[config.mk]
export PLATFORM = sky130hd
export DESIGN_NAME = rope_node_chain
export DESIGN_NICKNAME = d
export VERILOG_FILES = /design/src/rtl/rope_node_chain.sv
export SDC_FILE = /design/constraint.sdc
export NUM_CORES = 2
export LEC_CHECK = 0
export CAP_MARGIN = 40
export CORE_UTILIZATION = 35
export CTS_CLUSTER_DIAMETER = 120
export DETAILED_ROUTE_END_ITERATION = 16
export GPL_TIMING_DRIVEN = 0
export PLACE_DENSITY = 0.63
export RECOVER_POWER = 100
export SLEW_MARGIN = 15
export SYNTH_ARGS = -nofsm -noshare
export SYNTH_HDL_FRONTEND = slang
export SYNTH_SLANG_ARGS = --single-unit
export TNS_END_PERCENT = 50
[constraint.sdc]
create_clock -name clk -period 15.6 [get_ports clk]
set_input_delay 3.12 -clock clk [delete_from_list [all_inputs] [get_ports clk]]
set_output_delay 3.12 -clock clk [all_outputs]
set_load 0.01 [all_outputs]
[src/rtl/rope_node_chain.sv]
// N-node rope segment: Q16.16 node positions updated by a one-hot token ring
// that alternates a neighbour-constraint phase and a mouse phase per node.
module rope_node_chain #(
  parameter int          NODE_CONTAINS = 5,
  parameter int          CORE_ID       = 1,
  parameter logic [31:0] SPACING       = 32'h0008_0000,
  parameter logic [31:0] MAX_SEG       = 32'h0008_0000
) (
  input  logic                       clk,
  input  logic                       reset,
  input  logic [31:0]                prev_core_last_x,
  input  logic [31:0]                prev_core_last_y,
  input  logic [31:0]                next_core_first_x,
  input  logic [31:0]                next_core_first_y,
  input  logic [31:0]                x_mouse,
  input  logic [31:0]                y_mouse,
  input  logic                       is_last,
  output logic [32*NODE_CONTAINS-1:0] nodes_x,
  output logic [32*NODE_CONTAINS-1:0] nodes_y
);

  localparam int N = NODE_CONTAINS;
  localparam logic signed [33:0] MAX_D = $signed({2'b00, MAX_SEG});

  // One axis of the constraint: relax toward neighbours, then clamp the
  // offset from the predecessor. 34 bits keep the sums and the difference exact.
  function automatic logic [31:0] constrain(input logic [31:0] p, input logic [31:0] c,
                                            input logic [31:0] nx, input logic last);
    logic signed [33:0] ps, cs, ns, m, cand, d, sum;
    ps = $signed({{2{p[31]}}, p});
    cs = $signed({{2{c[31]}}, c});
    ns = $signed({{2{nx[31]}}, nx});
    m  = '0;
    if (last) begin
      cand = cs;
    end else begin
      m    = (ps + ns) >>> 1;
      cand = (m + cs) >>> 1;
    end
    d = cand - ps;
    if (d > MAX_D)       d = MAX_D;
    else if (d < -MAX_D) d = -MAX_D;
    sum = ps + d;
    return sum[31:0];
  endfunction

  logic [2*N-1:0] tok;
  logic [31:0]    x_q   [N];
  logic [31:0]    y_q   [N];
  logic [31:0]    new_x [N];
  logic [31:0]    new_y [N];

  // Boundary inputs that a head segment never consults, and mouse inputs
  // that a non-head segment never consults.
  logic unused_inputs;
  assign unused_inputs = ^{prev_core_last_x, prev_core_last_y, x_mouse, y_mouse};

  always_ff @(posedge clk) begin
    if (reset) tok <= {{(2*N-1){1'b0}}, 1'b1};
    else       tok <= {tok[2*N-2:0], tok[2*N-1]};
  end

  for (genvar i = 0; i < N; i++) begin : g_node
    localparam int unsigned G     = (CORE_ID - 1) * N + i + 1;
    localparam logic [31:0] RST_X = G * SPACING;
    localparam bit          HEAD  = (CORE_ID == 1) && (i == 0);

    logic [31:0] xr, yr;

    if (HEAD) begin : g_head
      assign new_x[i] = xr;
      assign new_y[i] = yr;
    end else begin : g_pull
      logic [31:0] p_x, p_y, n_x, n_y;
      logic        last;
      if (i == 0) begin : g_p_ext
        assign p_x = prev_core_last_x;
        assign p_y = prev_core_last_y;
      end else begin : g_p_int
        assign p_x = x_q[i-1];
        assign p_y = y_q[i-1];
      end
      if (i == N - 1) begin : g_n_ext
        assign n_x  = next_core_first_x;
        assign n_y  = next_core_first_y;
        assign last = is_last;
      end else begin : g_n_int
        assign n_x  = x_q[i+1];
        assign n_y  = y_q[i+1];
        assign last = 1'b0;
      end
      assign new_x[i] = constrain(p_x, xr, n_x, last);
      assign new_y[i] = constrain(p_y, yr, n_y, last);
    end

    always_ff @(posedge clk) begin
      if (reset) begin
        xr <= RST_X;
        yr <= '0;
      end else if (tok[i]) begin
        xr <= new_x[i];
        yr <= new_y[i];
      end else if (tok[i+N] && HEAD) begin
        xr <= x_mouse;
        yr <= y_mouse;
      end
    end

    assign x_q[i]             = xr;
    assign y_q[i]             = yr;
    assign nodes_x[32*i +: 32] = xr;
    assign nodes_y[32*i +: 32] = yr;
  end

endmodule

# After elaboration in Yosys (flattened, before gate mapping)

Index checks and enable logic that the tools add are counted.

Multiplexer cells: 18
Bitwise logic cells: 1
Add/subtract/negate cells: 32
Reduce and logical (&&, ||, !) cells: 1
Order comparisons: 16

Operators with widths:

| kind                                                          | number |
|---|---|
| adder 32 x 32 -> 33 bit                                       | 16 |
| two-way mux 32 bit                                            | 16 |
| adder 32 bit                                                  | 8 |
| > comparator 33 x 21 -> 1 bit (second input constant)         | 6 |
| less-than comparator 33 x 20 -> 1 bit (second input constant) | 6 |
| subtractor 32 x 32 -> 33 bit                                  | 6 |
| > comparator 34 x 21 -> 1 bit (second input constant)         | 2 |
| less-than comparator 34 x 20 -> 1 bit (second input constant) | 2 |
| two-way mux 34 bit                                            | 2 |
| subtractor 34 x 32 -> 34 bit                                  | 2 |
| AND reduction 2 bit                                           | 1 |
| NOT 1 bit                                                     | 1 |

Logic and storage cells: 79
Output and inout port bits: 320
Bits in registers: 330
Bits of input ports: 195

# Depth between registers and ports, before layout

Word-level depth: 8
Mapped depth: 53
Gate-level depth less buffers: 52

# Least setup slack after synthesis

OpenSTA, ideal clock, no wires.

Kind: in2reg
Start point: input port next_core_first_x[1]
End point: register g_node[4].xr[31]
Required time: 15,494 ps
Setup slack: 2,663 ps
Stages: 49
Data arrival time: 12,831 ps
Buffers on the path: 1
Library setup time: 106 ps
Cells stage by stage: inv_1 -> fa_1 -> nor2b_1 -> o21a_1 -> o21ai_0 -> a21oi_1 -> o211ai_1 -> a21boi_0 -> o21a_1 -> nor2_1 -> xnor2_1 -> ha_1 -> a21o_1 -> a21o_1 -> a21oi_1 -> nor2b_1 -> a2111o_1 -> a31o_2 -> (+13 left out) -> o2111ai_1 -> nor4_1 -> a32oi_1 -> clkbuf_1 -> nor2_1 -> ha_1 -> a21o_1 -> a211o_1 -> a21o_1 -> a32o_1 -> o21ai_0 -> o31ai_1 -> o311a_1 -> a311oi_1 -> a21oi_1 -> a31o_2 -> or3b_2 -> o311ai_0

Longest elaborated chain between the ends: 8
Elaborated cells on any way between the ends: 9
Those cells by class: add/sub: 4; order compare: 2; mux: 3

Ends and longest elaborated chain:

| what                                  | line | RTL |
|---|---|---|
| start, declared                       | 13   | `input logic [31:0] next_core_first_x,` |
| adder 32 x 32 -> 33 bit (*)           | 37   | `m = (ps + ns) >>> 1;` |
| adder 32 x 32 -> 33 bit (*)           | 38   | `cand = (m + cs) >>> 1;` |
| two-way mux 34 bit (*)                | 34   | `if (last) begin` |
| subtractor 34 x 32 -> 34 bit (*)      | 40   | `d = cand - ps;` |
| less-than comparator 34 x 20 -> 1 bit | 42   | `else if (d < -MAX_D) d = -MAX_D;` |
| two-way mux 32 bit                    | 42   |  |
| two-way mux 32 bit (*)                | 41   | `if (d > MAX_D) d = MAX_D;` |
| adder 32 bit (*)                      | 43   | `sum = ps + d;` |
| end signal, assigned                  | 101  | `xr <= new_x[i];` |
| end signal, assigned                  | 104  | `xr <= x_mouse;` |
| end, declared                         | 68   | `logic [31:0] xr, yr;` |

Mark *: on every way between the ends. The rest lies on a longest branch, timed or not.
A chain may end at the register's enable or synchronous reset.

# Final worst setup path

Start point: input port next_core_first_y[1]
End point: register g_node[4].yr[30]

Longest elaborated chain between the ends: 8
Elaborated cells on any way between the ends: 9
Those cells by class: add/sub: 4; order compare: 2; mux: 3

Ends and longest elaborated chain:

| what                                  | line | RTL |
|---|---|---|
| start, declared                       | 14   | `input logic [31:0] next_core_first_y,` |
| adder 32 x 32 -> 33 bit (*)           | 37   |  |
| adder 32 x 32 -> 33 bit (*)           | 38   |  |
| two-way mux 34 bit (*)                | 34   |  |
| subtractor 34 x 32 -> 34 bit (*)      | 40   |  |
| less-than comparator 34 x 20 -> 1 bit | 42   |  |
| two-way mux 32 bit                    | 42   |  |
| two-way mux 32 bit (*)                | 41   |  |
| adder 32 bit (*)                      | 43   |  |
| end signal, assigned                  | 102  | `yr <= new_y[i];` |
| end signal, assigned                  | 105  | `yr <= y_mouse;` |
| end, declared                         | 68   |  |

Marked as above.

==> results.json <==
{
  "vias_per_cell": 5.59,
  "drt_iter0_markers": 4460,
  "syn_avg_cell_area_sq_um": 7.33,
  "hp-class": "reg2reg",
  "tns_ps": 0,
  "slowest_delay_ps": 590,
  "setup_viol": 0,
  "place_ws_ps": -146,
  "placed_cell_area_sq_mm": 0.0712,
  "grt.overflow.total": 0,
  "avgRoutedWirePerCell_um": 19.3,
  "dr.pass1.iters": 6,
  "crit_required_ps": 16100,
  "outcome": "finished, final reports clean",
  "synth_top_flop_cell": "dfxtp_1",
  "swShare": 0.543,
  "p_sw_uw": 8730,
  "die_y_um": 427,
  "ys_seq_area_frac": 0.104,
  "synth_area_sq_mm": 0.0634,
  "final_cell_mix": "ha_1, a21oi_1, nor2_1",
  "h-tree-depth": 2,
  "initial_utilization": 0.354,
  "areaGrowthSynthToFinish_pct": 14.7,
  "cts-root-buf": "clkbuf_16",
  "dieWidth_um": 427,
  "synthArstFlopShare": 0,
  "grt_start_max_net_pins": 13,
  "final_common_cell": "ha_1",
  "design_area_sq_mm": 0.0727,
  "syn_inst": 8649,
  "hold_violations": 0,
  "p_comb_frac": 0.857,
  "p_per_area_mw_per_mm2": 221,
  "clkTransAtPathRegs_ps": 60,
  "io_pins": 515,
  "antenna_found_initial": 6,
  "hold_ws_ps": 429,
  "vias": 64700,
  "dp_hpwl_um": 190000,
  "end_kind": "flop",
  "power_uw": 16100,
  "multi_input_area_sq_mm": 0.0536,
  "clkPwrFrac": 0.066,
  "core_sq_mm": 0.179,
  "relSlewSlack": 0.0796,
  "rows": 155,
  "drc_errors": 0,
  "final_nets": 10400,
  "pwr-share-seq": 0.077,
  "globalplace.congestion": 0.919,
  "cts_tree": "done",
  "port_buffers": 449,
  "grtUsageTotal": 0.233,
  "synth_edf_count": 0,
  "grt_pass1_vias": 58600,
  "leakage_uw": 0.0346,
  "slowest_stage": "a2111oi_1",
  "antenna_left": 0,
  "synth_top_area_cell": "ha_1",
  "crit_arrival_ps": 15110,
  "start_kind": "input port",
  "drv_slew": 0,
  "finalCritPeriodShare": 0.937,
  "grt_pass1_wl_um": 336000,
  "synth_fp_nets": 9878,
  "worstMarginPinSlew_ps": 1380,
  "peakVddDrop_v": 0.000263,
  "cts.sinks": 330,
  "final-seq-area_sq_mm": 0.00661,
  "skew_ps": 21.7,
  "p_int_uw": 7340,
  "max_clock_freq_mhz": 68.4,
  "ys_warn_count": 0,
  "fin_ws_ps": 984,
  "critPathMaxFanout": 10,
  "clock_latency_ps": 640,
  "cts-buffers-inserted": 45,
  "synth.top_cells.by_area": "ha_1, dfxtp_1, xnor2_1",
  "path_class": "in2reg",
  "synth_seq_cells": 330,
  "cts.path.max_buffers": 3,
  "die_area_sq_mm": 0.183,
  "drive_gt1_frac": 0.0314,
  "min_period_ps": 14620,
  "yosys.area.top_type_share": 0.198,
  "synth.distinct_cells": 103,
  "rsz0062_at_grt": "no",
  "maxCapViolations": 0,
  "path_common_cell": "a21oi_1",
  "fillers": 18800,
  "routed_wl_um": 224000
}
-- kinds of logic after synthesis --
kind of cell               synth area share
AOI/OAI and AO/OA                     0.298
and+or+nand+nor                       0.196
adders and majority gates             0.208
xor gates and xnor gates              0.115
buffers and inverters                0.0498
DFF                                   0.104
muxes                                0.0284
-- layout make-up --
| class | instances | share of cell area |
|---|---|---|
| Multi-Input combinational cell | 7548 | 0.737 |
| Tap cell | 2355 | 0.0405 |
| Clock buffer | 66 | 0.0181 |
| Sequential cell | 330 | 0.0909 |
| Buffer | 263 | 0.0170 |
| Antenna cell | 5 | 0.000172 |
| Timing Repair Buffer | 490 | 0.0678 |
| Clock inverter | 17 | 0.00208 |
| Inverter | 508 | 0.0262 |
-- path summary, 6_finish.rpt --
check | from | end | slack [ps] | cells after the start
setup / recovery | next_core_first_y[1] | g_node[3].g_pull.n_y[30] | 980 | 50
hold / removal | tok[9] | tok[0] | 430 | 1
setup reg to reg | g_node[1].g_pull.n_x[1] | g_node[1].xr[30] | 2330 | 47
hold reg to reg | tok[9] | tok[0] | 430 | 1
-- flip-flops by register name (all words and copies together) (netlist names) --
signal and cells:
g_node.g_pull.n_x 96, g_node.g_pull.n_y 96, g_node.xr 64, g_node.yr 64, tok 10
-- synthesized netlist by cell type, drive strengths merged, types with 28 or more instances --
cell type	instances
a211o	37
a211oi	140
a21boi	28
a21o	451
a21oi	846
a31o	32
a31oi	91
and2	65
and3	83
buf	89
clkbuf	174
dfxtp	330
fa	32
ha	1002
inv	506
mux2i	173
nand2	653
nand2b	156
nand3	173
nand4	88
nor2	832
nor2b	165
nor3	153
nor4	42
o211ai	49
o21a	180
o21ai	524
o21bai	97
o31a	40
o31ai	77
o41ai	37
or2	34
or3	53
xnor2	579
xor2	250
-- per-stage QoR --
| stage | cells | utilization |
|---|---|---|
| finish | 11600 | 0.406 |
| CTS | 11600 | 0.406 |
| floorplan | 8649 | - |
| global route | 11600 | 0.406 |
| global placement | 11500 | 0.395 |
| detailed placement | 11500 | 0.397 |
-- power by group through the flow --
stage               registers [uW]  logic, uW  clock network (uW)
floorplan                     1090      10800                   0
global placement              1280      13400                   0
detailed placement            1280      13600                   0
CTS                           1270      13600                1080
global route                  1240      15300                1120
finish                        1240      13800                1050
-- routing by layer --
metal  vias to the layer above  track usage  part of all wire
met2                      1448        0.396              0.47
met3                       253       0.0309             0.055
met4                         0       0.0623             0.027
met5                         -            0                 0
li1                      32700            -                 -
met1                     30300        0.305              0.45
-- worst max-delay path, delay by kind of cell --
kind,cells,cell delay [ps]
AND/OR/NAND/NOR,10,1450
adder cells (fa/ha/maj),5,1730
XOR/XNOR,3,430
buffers and inverters,4,1180
AO/OA/AOI/OAI,28,7200
-- what timing repair did --
item,4_1_cts,5_1_grt
setup buffers,0,1
resized for setup,0,9
setup endpoints to repair,0,10
hold buffers,0,0
endpoints found under the hold margin,0,0
Power figures use the tool's default switching activity.
